$ cat config.mk
export PLATFORM = sky130hd
export DESIGN_NAME = pla_out_encoder
export DESIGN_NICKNAME = d
export VERILOG_FILES = /design/src/rtl/pla_enc_pkg.sv /design/src/rtl/pla_out_encoder_lsb_index_find.sv /design/src/rtl/pla_out_encoder.sv
export SDC_FILE = /design/constraint.sdc
export NUM_CORES = 1
export LEC_CHECK = 0
export BUFFER_PORTS_ARGS = -buffer_cell sky130_fd_sc_hd__buf_2
export CORE_MARGIN = 10
export CORE_UTILIZATION = 45
export CTS_BUF_LIST = sky130_fd_sc_hd__clkbuf_2
export DETAILED_ROUTE_END_ITERATION = 16
export HOLD_SLACK_MARGIN = 0.1
export PLACE_DENSITY = 0.65
export SLEW_MARGIN = 20
export SYNTH_ARGS = -nofsm -noshare
export SYNTH_HDL_FRONTEND = slang
export SYNTH_HIERARCHICAL = 1
export SYNTH_SLANG_ARGS = --single-unit
$ cat constraint.sdc
create_clock -name clk -period 3.4 [get_ports clk]
set_input_delay 0.17 -clock clk [delete_from_list [all_inputs] [get_ports clk]]
set_output_delay 0.17 -clock clk [all_outputs]
set_load 0.05 [all_outputs]
$ cat src/rtl/pla_enc_pkg.sv
// Shared defaults and FSM state type for the strobe-word to index-stream encoder.
// Optional parity logic is enabled by defining PLA_OUT_ENCODER_PARITY_EN.
package pla_enc_pkg;

    localparam int W_DEF      = 18;
    localparam int CODE_W_DEF = 5;
    localparam int NONE_CODE  = (1 << CODE_W_DEF) - 1;

    typedef enum logic {
        IDLE,
        EMIT
    } state_t;

endpackage

$ cat src/rtl/pla_out_encoder_lsb_index_find.sv
// Lowest-set-bit locator: index, any-set flag and exactly-one-set flag.
// Purely combinational; shared by the capture and beat-advance paths.
module lsb_index_find
    import pla_enc_pkg::*;
#(
    parameter int W      = W_DEF,
    parameter int CODE_W = CODE_W_DEF
) (
    input  logic [W-1:0]      vec,
    output logic [CODE_W-1:0] idx,
    output logic              any_set,
    output logic              one_set
);

    logic [W-1:0] rest;

    always_comb begin
        idx = '0;
        // Scan from the top so the lowest set bit wins.
        for (int i = W - 1; i >= 0; i--) begin
            if (vec[i]) begin
                idx = CODE_W'(i);
            end
        end
    end

    assign rest    = vec & (vec - W'(1));
    assign any_set = |vec;
    assign one_set = any_set & ~(|rest);

endmodule

$ cat src/rtl/pla_out_encoder.sv
// Re-encodes a decoded strobe word into a stream of set-bit indices, lowest first.
// Define PLA_OUT_ENCODER_PARITY_EN to add out_par and the par_err protocol checker.
module pla_out_encoder
    import pla_enc_pkg::*;
#(
    parameter int W      = W_DEF,
    parameter int CODE_W = CODE_W_DEF
) (
    input  logic              clk,
    input  logic              rst_n,
    input  logic              in_valid,
    output logic              in_ready,
    input  logic [W-1:0]      dec_in,
    output logic              out_valid,
    input  logic              out_ready,
    output logic [CODE_W-1:0] out_code,
    output logic              out_last,
`ifdef PLA_OUT_ENCODER_PARITY_EN
    output logic              out_par,
    output logic              par_err,
`endif
    output logic [CODE_W-1:0] out_cnt
);

    localparam logic [CODE_W-1:0] NONE_VAL = '1;

    state_t              state;
    logic [W-1:0]        pending;
    logic [W-1:0]        pend_clr;
    logic [W-1:0]        nxt_vec;
    logic [CODE_W-1:0]   nxt_idx;
    logic                nxt_any;
    logic                nxt_one;
    logic                accept;
    logic                fire;

    function automatic logic [CODE_W-1:0] popcnt(input logic [W-1:0] v);
        logic [CODE_W-1:0] c;
        c = '0;
        for (int i = 0; i < W; i++) begin
            c = c + CODE_W'(v[i]);
        end
        return c;
    endfunction

    assign fire     = out_valid & out_ready;
    assign in_ready = (state == IDLE) | ((state == EMIT) & fire & out_last);
    assign accept   = in_valid & in_ready;
    assign pend_clr = pending & (pending - W'(1));
    // A fresh word takes priority over advancing the one just finished.
    assign nxt_vec  = accept ? dec_in : pend_clr;

    lsb_index_find #(
        .W      (W),
        .CODE_W (CODE_W)
    ) u_find (
        .vec     (nxt_vec),
        .idx     (nxt_idx),
        .any_set (nxt_any),
        .one_set (nxt_one)
    );

    always_ff @(posedge clk or negedge rst_n) begin
        if (!rst_n) begin
            state     <= IDLE;
            pending   <= '0;
            out_valid <= 1'b0;
            out_code  <= '0;
            out_last  <= 1'b0;
            out_cnt   <= '0;
        end else if (accept) begin
            state     <= EMIT;
            pending   <= dec_in;
            out_valid <= 1'b1;
            out_code  <= nxt_any ? nxt_idx : NONE_VAL;
            out_last  <= nxt_one | ~nxt_any;
            out_cnt   <= popcnt(dec_in);
        end else if (fire) begin
            pending <= pend_clr;
            if (out_last) begin
                state     <= IDLE;
                out_valid <= 1'b0;
            end else begin
                out_code <= nxt_idx;
                out_last <= nxt_one;
            end
        end
    end

`ifdef PLA_OUT_ENCODER_PARITY_EN
    logic [W-1:0] dec_q;
    logic         stall_q;

    always_ff @(posedge clk or negedge rst_n) begin
        if (!rst_n) begin
            out_par <= 1'b0;
            dec_q   <= '0;
            stall_q <= 1'b0;
        end else begin
            dec_q   <= dec_in;
            stall_q <= in_valid & ~in_ready;
            if (accept) begin
                out_par <= ^dec_in;
            end
        end
    end

    // Producer must hold its word steady while stalled.
    assign par_err = stall_q & in_valid & (dec_in != dec_q);
`endif

endmodule

==> results of run 1 <==
[sequential cells by signal, summed over array words and instances (netlist names)]
name / count
pending: 18
out_cnt: 5
out_code: 5
out_last: 1
state: 1
[layout by cell type, fill, tap and decap left out, types with 4 or more instances in the layout]
| cell | instances |
|---|---|
| a211oi_1 | 5 |
| a21oi_1 | 15 |
| a22oi_1 | 4 |
| buf_2 | 30 |
| buf_4 | 21 |
| buf_6 | 4 |
| clkbuf_2 | 5 |
| dfrtp_1 | 30 |
| dlygate4sd3_1 | 11 |
| fa_1 | 10 |
| ha_1 | 7 |
| inv_1 | 27 |
| inv_2 | 6 |
| nand2_1 | 48 |
| nand3_1 | 9 |
| nor2_1 | 18 |
| nor3_1 | 10 |
| nor4_2 | 5 |
| nor4_4 | 5 |
| o21ai_0 | 14 |
| o21ai_1 | 6 |
| o22a_1 | 8 |
| o22ai_1 | 5 |
[cells by family after synthesis]
group                      after synthesis
and+or+nand+nor                        112
AOI/OAI and AO/OA                       78
buffers and inverters                   44
DFF                                     30
adders and majority gates               20
xor gates and xnor gates                 3
muxes                                    1
[cell usage after synthesis (all sizes together) (2+ instances only)]
| library cell | count |
|---|---|
| nand2b | 4 |
| o31ai | 2 |
| o311ai | 3 |
| a21oi | 16 |
| inv | 36 |
| and2 | 2 |
| o22a | 8 |
| o21ai | 20 |
| nand2 | 50 |
| dfrtp | 30 |
| o221ai | 2 |
| nand3 | 9 |
| a211oi | 5 |
| ha | 8 |
| o22ai | 5 |
| xor2 | 2 |
| fa | 12 |
| o21bai | 2 |
| nor2 | 18 |
| or3 | 4 |
| nor3 | 10 |
| a22o | 2 |
| a21o | 2 |
| buf | 8 |
| nor4 | 11 |
| o211ai | 3 |
| a22oi | 4 |
[worst reg2reg max path, stage by stage (launching register included)]
cell and delay, ns:
dfrtp_1 0.47, or4_4 0.57, nor2_1 0.14, nor2_1 0.06, a22o_1 0.29, nor4_4 0.41
nand4_1 0.18, or3_1 0.38, and2_0 0.17, o22ai_1 0.12, buf_4 0.16, o22a_1 0.12
[routing by layer]
metal | GRT usage [%] | up-vias | wire [µm]
li1 | - | 1144 | -
met1 | 19.3 | 1102 | 2900
met2 | 25.6 | 67 | 3230
met3 | 3.89 | 11 | 360
met4 | 4.11 | 0 | 89
met5 | 0 | - | 0
[report_power, final]
part / internal (mW) / switching [mW] / total (mW)
Clock: 0.0408 / 0.130 / 0.171
Combinational: 0.887 / 1.29 / 2.18
Sequential: 0.501 / 0.151 / 0.652
Total: 1.43 / 1.57 / 3.00
[repair_timing]
action | 4_1_cts | 5_1_grt
pin swaps | 0 | 4
endpoints found under the setup margin | 1 | 9
cloned | 0 | 0
hold buffers | 10 | 1
setup buffers | 0 | 1
endpoints found under the hold margin | 39 | 1
resized for setup | 1 | 17
[stage by stage]
stage | hold slack, ns | setup TNS (ns) | total power, mW
global route | 0.129 | -0.136 | 3.28
detailed placement | 0.278 | -1.40 | 2.76
finish | 0.119 | 0 | 3.00
CTS | 0.101 | -0.00828 | 2.95
global placement | 0.270 | -1.23 | 2.72
floorplan | -0.126 | -0.254 | 2.23
[worst paths after layout]
path,from,to,slack [ns],cells after the start
worst min register to register,out_cnt[0],out_cnt[0],0.49,2
worst min-delay path,dec_in[15],pending[15],0.12,4
max in group asynchronous,rst_n,pending[6],2.56,2
worst max register to register,pending[2],out_code[2],0.29,11
min in group asynchronous,rst_n,pending[9],0.36,2
worst max-delay path,dec_in[15],out_cnt[2],0.04,14
[final cells by class]
| type | count | area, µm² | share of cell area (%) |
|---|---|---|---|
| multi-input combinational | 214 | 1600 | 51.3 |
| inverter | 36 | 148 | 4.75 |
| tap | 72 | 90.1 | 2.90 |
| clock buffer | 5 | 25.0 | 0.805 |
| sequential | 30 | 751 | 24.1 |
| timing repair buffer | 68 | 498 | 16.0 |
| clock inverter | 1 | 3.75 | 0.121 |
==> metrics.txt, run 1 <==
status=completed; Mean Syn Cell Area=around 8.7 µm²; Non-Filler Instances=426; post-DR wirelength/cell=roughly 15 µm; area leader, netlist=dfrtp_1; share of cells above drive strength 1=between 20% and 30%; filler cell count=491; Clk Latency, worst-skew pair=approximately 0.38 ns; ANT cells=0; post-placement setup slack=-0.410 ns; placer congestion estimate=0.793; Finished Cell Area=around 3100 µm²; Synth Cell Area=2500 µm²; WP buf/inv=5; Crit path required time=3.71 ns; Mapped Cells=between 200 and 300; final hold vios=0; Post-Route WL=about 6600 µm; Die Y=roughly 95 µm; Initial Utilization=46.0%; Seq/Total Area, Yosys=30.0%; post-synthesis compound-gate area fraction=~22%; DRT antenna net count=0; clock skew=around 0.019 ns; Num CTS Buffers=5; Main synth FF type=dfrtp_1; Post-route DRC=0; RSZ-0062 raised after global routing=yes; clock sink count=30; largest stage delay on the critical path=0.58 ns; worst setup path class=primary input to flop; Via density=roughly 5.5; CP Cell Sequence=buf_8, inv_4, fa_1, fa_1, fa_1, fa_1, fa_1, inv_2, ha_4, inv_2, fa_2, buf_6, xor2_1, o21ai_1; number of global-route vias before repair=around 2300; Placed Cells=about 400; Slew HR=between 20% and 30%; # setup viols final=0; multiplexer share of the synthesized area=0.550%; setup ws final=around 0.038 ns; Ys Warns=6; final period utilization=98.9%; H-Tree Depth=2; CP max-delay cell=fa_1; EDFF count, synth=0; Post-Synth Simple-Gate Area=roughly 25%; Util after Layout=57.2%; GRT overflow=0; Hold Path Class=primary input to flop; DP HPWL=~5100 µm; f_max=approximately 300 MHz; Die W=approximately 95 µm; die area=around 8900 µm²; worst-path maximum fanout=2; CTS clk-pin slew, worst paths=roughly 0.17 ns; Worst setup SP type=primary input; Worst EP arrival=between 3 and 4 ns; post-synth top area share=30.0%; Max VDD drop=~0.38 mV; Synth Area in Adders=between 10% and 20%; Synth area leaders=dfrtp_1 (30%), fa_1 (9.6%), nand2_1 (7.2%), inv_1 (5.4%), nor4_4 (4.2%); first-pass GRT wire length=11000 µm; synthesized flop and latch total=30; number of I/O pins=35; kind of cell adding the most delay to the critical path=adder cells; Least-Margin Pin Slew=around 1.1 ns; largest family of logic cells by synthesized area=simple AND/OR/NAND/NOR gates; core area=5440 µm²; largest net degree at the start of global routing=31; Critical Path Sink Type=flop; root buf cell=clkbuf_2; CTS Buffer Depth=2; Initial DRT Pass Iterations=4; Area Growth Syn to Fin=24.2%; Top cell by count, worst path=fa_1; Buffers on Ports=34; syn_nets=between 300 and 400; Initial DRC Count=between 100 and 150; row cnt=27; async set-reset flop share out of synthesis=between 90% and 100%; power per cell area=roughly 970 nW/µm²; max-slew violations=0; initial antenna violation count=0; CTS tree=done; Tot GR Track Use=between 10% and 20%; total of max-cap violations=0; via count=roughly 2300; Synth Area in XOR/XNOR=1.05%; Yosys cell types=47; Period minus WS final=around 3.4 ns; Lkg Pwr=1.48 nW; placed inst area=about 2900 µm²; Nets=397
No activity file was read; power rests on OpenSTA's default activity.
==> inputs of run 2 (changes only) <==
--- a/config.mk
+++ b/config.mk
@@ -10,6 +10,7 @@
 export CORE_UTILIZATION = 45
 export CTS_BUF_LIST = sky130_fd_sc_hd__clkbuf_2
 export DETAILED_ROUTE_END_ITERATION = 16
+export GPL_TIMING_DRIVEN = 1
 export HOLD_SLACK_MARGIN = 0.1
 export PLACE_DENSITY = 0.65
 export SLEW_MARGIN = 20
==> constraint.sdc (replaced) <==
create_clock -name clk -period 3.69 [get_ports clk]
set_input_delay 0.1845 -clock clk [delete_from_list [all_inputs] [get_ports clk]]
set_output_delay 0.1845 -clock clk [all_outputs]
set_load 0.05 [all_outputs]
==> metrics.txt, run 2 (same netlist as run 1, synthesis figures left out) <==
share of total power in sequential cells=23.5% (+1.8 points); Num CTS Buffers=5 (unchanged); Worst setup SP type=primary input; number of global-route vias before repair=2208 (-4.1%); clock skew=0.0147 ns (-0.00439 ns); Worst EP arrival=3.88 ns (+0.21 ns); Die W=94.6 µm (unchanged); max-slew violations=0 (unchanged); via count=2237 (-3.7%); Slew HR=46.1% (+21 points); Nets=384 (-3.3%); first-pass GRT wire length=10600 µm (-3.6%); Power Total=2.55 mW (-15%); share of cells above drive strength 1=21.6% (-5.2 points); top flop regs=pending: 18 flops, out_cnt: 5 flops, out_code: 5 flops; largest net degree at the start of global routing=31 (unchanged); post-DR wirelength/cell=15.1 µm (-2.3%); WHS=0.126 ns (+0.00633 ns); Die Y=94.6 µm (unchanged); setup ws final=0.141 ns (+0.103 ns); core area=5440 µm² (unchanged); Tot GR Track Use=14.9% (-0.51 points); total of max-cap violations=0 (unchanged); Hold Path Class=primary input to flop; clock sink count=30 (unchanged); Placed Cells=398 (-2.5%); # setup viols final=0 (unchanged); worst-path maximum fanout=2 (unchanged); ANT cells=0 (unchanged); Comb pwr share=70.2% (-2.4 points); Post-Route WL=6250 µm (-5.0%); commonest non-fill, non-tap cell in the layout=nand2_1; setup tns final=0 ns (unchanged); RSZ-0062 raised after global routing=no; filler cell count=512 (+4.3%); Non-Filler Instances=414 (-2.8%); post-placement setup slack=-0.228 ns (+0.182 ns); clock share of power=6.4% (+0.7 points); number of I/O pins=35 (unchanged); Least-Margin Pin Slew=0.800 ns (-0.298 ns); final hold vios=0 (unchanged); row cnt=27 (unchanged); Initial DRC Count=126 (-0.79%); root buf cell=clkbuf_2; Initial DRT Pass Iterations=4 (unchanged); GRT overflow=0 (unchanged); most frequent cells in the layout=nand2_1 (48), inv_1 (36), buf_2 (34); Clk Latency, worst-skew pair=0.37 ns (about the same); sw frac=53.9% (+1.5 points); Lkg Pwr=1.42 nW (-4.2%); Util after Layout=54.2% (-3.0 points); Period minus WS final=about 3.5 ns; max reg flops=18 (unchanged); die area=8950 µm² (unchanged); worst setup path class=primary input to flop; placer congestion estimate=0.774 (-2.4%); Buffers on Ports=34 (unchanged); initial antenna violation count=0 (unchanged); final period utilization=approximately 96%; Critical Path Sink Type=flop; H-Tree Depth=2 (unchanged); Area Growth Syn to Fin=17.6%; DRT antenna net count=0 (unchanged); Max VDD drop=0.300 mV (-21%); placed inst area=2810 µm² (-3.7%); Initial Utilization=46.0% (unchanged); Psw=1.38 mW (-13%); Post-route DRC=0 (unchanged); internal portion of total power=1.18 mW (-18%); Via density=5.40 (-0.95%); f_max=around 280 MHz; Finished Cell Area=2950 µm² (-5.3%); Crit path required time=4.02 ns (+0.31 ns); status=completed; CTS clk-pin slew, worst paths=0.17 ns (about the same); power per cell area=867 nW/µm² (-10%); most flop-heavy register=pending; DP HPWL=4820 µm (-4.9%); CTS Buffer Depth=2 (unchanged); CTS tree=done
run 2: cell count changes in the layout (fill, tap and decap cells not counted), moves of 2 or more:
cell | previous run | this run
inv_1 | 27 | 36
dlygate4sd3_1 | 11 | 9
buf_6 | 4 | 0
fa_2 | 2 | 0
inv_2 | 6 | 0
inv_4 | 2 | 0
o21ai_0 | 14 | 17
clkinv_2 | 0 | 2
buf_4 | 21 | 12
fa_1 | 10 | 12
o21ai_1 | 6 | 3
buf_2 | 30 | 34
run 2: repair_timing:
action | 4_1_cts | 5_1_grt
gates resized for setup | 0 | 1
hold buffers | 8 | 1
setup endpoints to repair | 0 | 5
setup buffers | 0 | 0
hold endpoints to repair | 37 | 1
run 2: power groups by stage:
stage / clock network, mW / logic (mW) / registers (mW)
final: 0.163 / 1.79 / 0.599
after global routing: 0.191 / 2.00 / 0.621
after CTS: 0.172 / 1.79 / 0.599
after detailed placement: 0 / 1.78 / 0.605
after global placement: 0 / 1.75 / 0.602
after floorplan: 0 / 1.23 / 0.795
run 2: path summary, 6_finish.rpt:
kind	endpoint	depth (start not counted)	slack, ns	from
max in group asynchronous	pending[11]	2	2.82	rst_n
min in group asynchronous	out_cnt[4]	2	0.38	rst_n
hold / removal	pending[12]	3	0.13	dec_in[12]
setup / recovery	out_cnt[4]	15	0.14	dec_in[16]
setup reg to reg	out_code[4]	11	0.36	state
hold reg to reg	out_cnt[0]	2	0.49	out_cnt[0]
run 2: critical path, stage by stage:
cell and delay (ns):
dlygate4sd3_1 0.52, buf_2 0.12, inv_1 0.07, fa_1 0.56
fa_1 0.43, fa_1 0.51, fa_1 0.41, inv_1 0.07
ha_1 0.16, inv_1 0.06, fa_1 0.39, nor2b_1 0.12
o21ai_0 0.08, nand2_1 0.07, o22a_1 0.13
run 2: cell type report:
class                           count  area, µm²  area share (%)
Multi-Input combinational cell    214       1580            53.8
Sequential cell                    30        751            25.5
Timing Repair Buffer               55        350            11.9
Inverter                           36        135            4.59
Tap cell                           72       90.1            3.06
Clock buffer                        5       25.0           0.850
Clock inverter                      2       10.0           0.340
run 2: metal layers:
metal,global-route usage (%),part of all wire (%),vias up
met5,0,0,-
met4,3.62,0.82,0
met3,3.89,4.5,6
met2,24.5,48,42
met1,19.0,46,1068
li1,-,-,1121
==> inputs of run 3 (changes only) <==
--- a/config.mk
+++ b/config.mk
@@ -7,12 +7,11 @@
 export LEC_CHECK = 0
 export BUFFER_PORTS_ARGS = -buffer_cell sky130_fd_sc_hd__buf_2
 export CORE_MARGIN = 10
-export CORE_UTILIZATION = 45
+export CORE_UTILIZATION = 24
 export CTS_BUF_LIST = sky130_fd_sc_hd__clkbuf_2
 export DETAILED_ROUTE_END_ITERATION = 16
 export GPL_TIMING_DRIVEN = 1
 export HOLD_SLACK_MARGIN = 0.1
-export PLACE_DENSITY = 0.65
 export SLEW_MARGIN = 20
 export SYNTH_ARGS = -nofsm -noshare
 export SYNTH_HDL_FRONTEND = slang
==> metrics.txt, run 3 (same netlist as run 1, synthesis figures left out) <==
Post-route DRC=0 (unchanged); share of total power in sequential cells=23.2% (-0.3 points); H-Tree Depth=2 (unchanged); CTS Buffer Depth=2 (unchanged); Die Y=122 µm (+29%); status=completed; Initial DRC Count=134 (+6.3%); root buf cell=clkbuf_2; Worst setup SP type=primary input; sw frac=54.5% (+0.62 points); FF-to-FF path depth=10 (-1); final period utilization=96.3% (+0.13 points); RSZ-0062 raised after global routing=no; Tot GR Track Use=9.65% (-5.2 points); Period minus WS final=3.55 ns (+0.00490 ns); Die W=122 µm (+29%); CTS tree=done; total of max-cap violations=0 (unchanged); placer congestion estimate=0.834 (+7.8%); Placed Cells=461 (+16%); Comb pwr share=70.0% (-0.2 points); largest net degree at the start of global routing=31 (unchanged); Post-Route WL=6780 µm (+8.5%); most frequent cells in the layout=nand2_1 (48), inv_1 (36), buf_2 (34); commonest non-fill, non-tap cell in the layout=nand2_1; via count=2251 (+0.63%); max-slew violations=0 (unchanged); top flop regs=pending: 18 flops, out_cnt: 5 flops, out_code: 5 flops; most flop-heavy register=pending; internal portion of total power=1.18 mW (+0.33%); Lkg Pwr=1.42 nW (-0.11%); row cnt=37 (+37%); post-DR wirelength/cell=14.1 µm (-6.6%); setup bufs post-CTS=0 (unchanged); Psw=1.42 mW (+2.9%); Critical Path Sink Type=flop; Worst EP arrival=3.85 ns (-0.03 ns); clock skew=0.0182 ns (+0.00355 ns); power per cell area=855 nW/µm² (-1.5%); Power Total=2.60 mW (+1.7%); Nets=385 (+0.26%); clock share of power=6.7% (+0.3 points); f_max=281 MHz (-0.14%); Clk Latency, worst-skew pair=0.39 ns (+0.02 ns); Via density=4.68 (-13%); Area Growth Syn to Fin=21.4%; CTS clk-pin slew, worst paths=0.18 ns (about the same); Buffers on Ports=34 (unchanged); number of I/O pins=35 (unchanged); WHS Path Cells=4 (+1); GRT overflow=0 (unchanged); Least-Margin Pin Slew=1.02 ns (+0.224 ns); worst-path maximum fanout=2 (unchanged); Hold Path Class=primary input to flop; max reg flops=18 (unchanged); DP HPWL=5380 µm (+12%); final hold vios=0 (unchanged); Initial Utilization=24.5% (-22 points); Slew HR=30.3% (-16 points); Initial DRT Pass Iterations=5 (+1); # setup viols final=0 (unchanged); share of cells above drive strength 1=21.5% (-0.13 points); worst setup path class=primary input to flop; die area=14900 µm² (+67%); core area=10200 µm² (+88%); Max VDD drop=0.247 mV (-18%); number of global-route vias before repair=2357 (+6.7%); Non-Filler Instances=481 (+16%); DRT antenna net count=0 (unchanged); Num CTS Buffers=5 (unchanged); first-pass GRT wire length=11700 µm (+10%); clock sink count=30 (unchanged); Crit path required time=3.98 ns (-0.04 ns); initial antenna violation count=1 (+1)
[run 3: layout make-up]
| cell class | instances | area, µm² |
|---|---|---|
| repair buffers | 56 | 363 |
| inverters | 36 | 135 |
| fillers | 1104 | 7190 |
| multi-input cells | 214 | 1580 |
| diodes | 1 | 2.50 |
| well taps | 136 | 170 |
| flip-flops and latches | 30 | 751 |
| clock inverters | 3 | 16.3 |
| clock buffers | 5 | 25.0 |
[run 3: metrics by stage]
stage	setup slack (ns)	hold slack, ns	TNS (ns)	instance area (µm²)	utilization (%)
2_1_floorplan	0.0513	-0.111	0	2500	-
3_3_place_gp	-0.161	0.298	-0.310	2880	28.1
3_5_place_dp	-0.262	0.295	-0.563	2880	28.1
4_1_cts	0.0838	0.109	0	3030	29.6
5_1_grt	0.000974	0.110	0	3040	29.7
6_report	0.136	0.124	0	3040	29.7
[run 3: final timing paths]
path                             from          end  slack [ns]
max                        dec_in[12]   out_cnt[4]        0.14
min                        dec_in[15]  pending[15]        0.12
max reg2reg                pending[2]  out_code[4]        0.35
min reg2reg                out_cnt[2]   out_cnt[2]        0.51
max in group asynchronous       rst_n  out_code[0]        2.86
min in group asynchronous       rst_n  out_code[2]        0.36
[run 3: power groups by stage]
stage	clock network (mW)	registers [mW]	logic [mW]
floorplan	0	0.795	1.23
global placement	0	0.603	1.75
detailed placement	0	0.610	1.81
CTS	0.185	0.604	1.82
global route	0.205	0.625	2.04
finish	0.175	0.603	1.82
[run 3: worst max-delay path, cell delays in order]
cell and delay, ns:
dlygate4sd3_1 0.53, buf_2 0.11, inv_1 0.05, fa_1 0.58
fa_1 0.44, fa_1 0.46, fa_1 0.49, inv_1 0.04
ha_1 0.19, inv_1 0.07, fa_2 0.21, nor2b_1 0.05
o21ai_0 0.17, nand2_1 0.08, o22a_1 0.18
[run 3: per-layer routing]
layer  global-route usage [%]  vias to the layer above  wire [µm]
met5                        0                        -          0
met4                     3.53                        0        116
met3                     1.71                       11        238
met2                     17.1                       32       3530
met1                     11.4                     1089       2900
li1                         -                     1119          -
[run 3: what timing repair did]
item | in CTS | in global routing
endpoints found under the setup margin | 0 | 7
gates resized for setup | 0 | 4
endpoints found under the hold margin | 40 | 0
hold buffers | 11 | 0
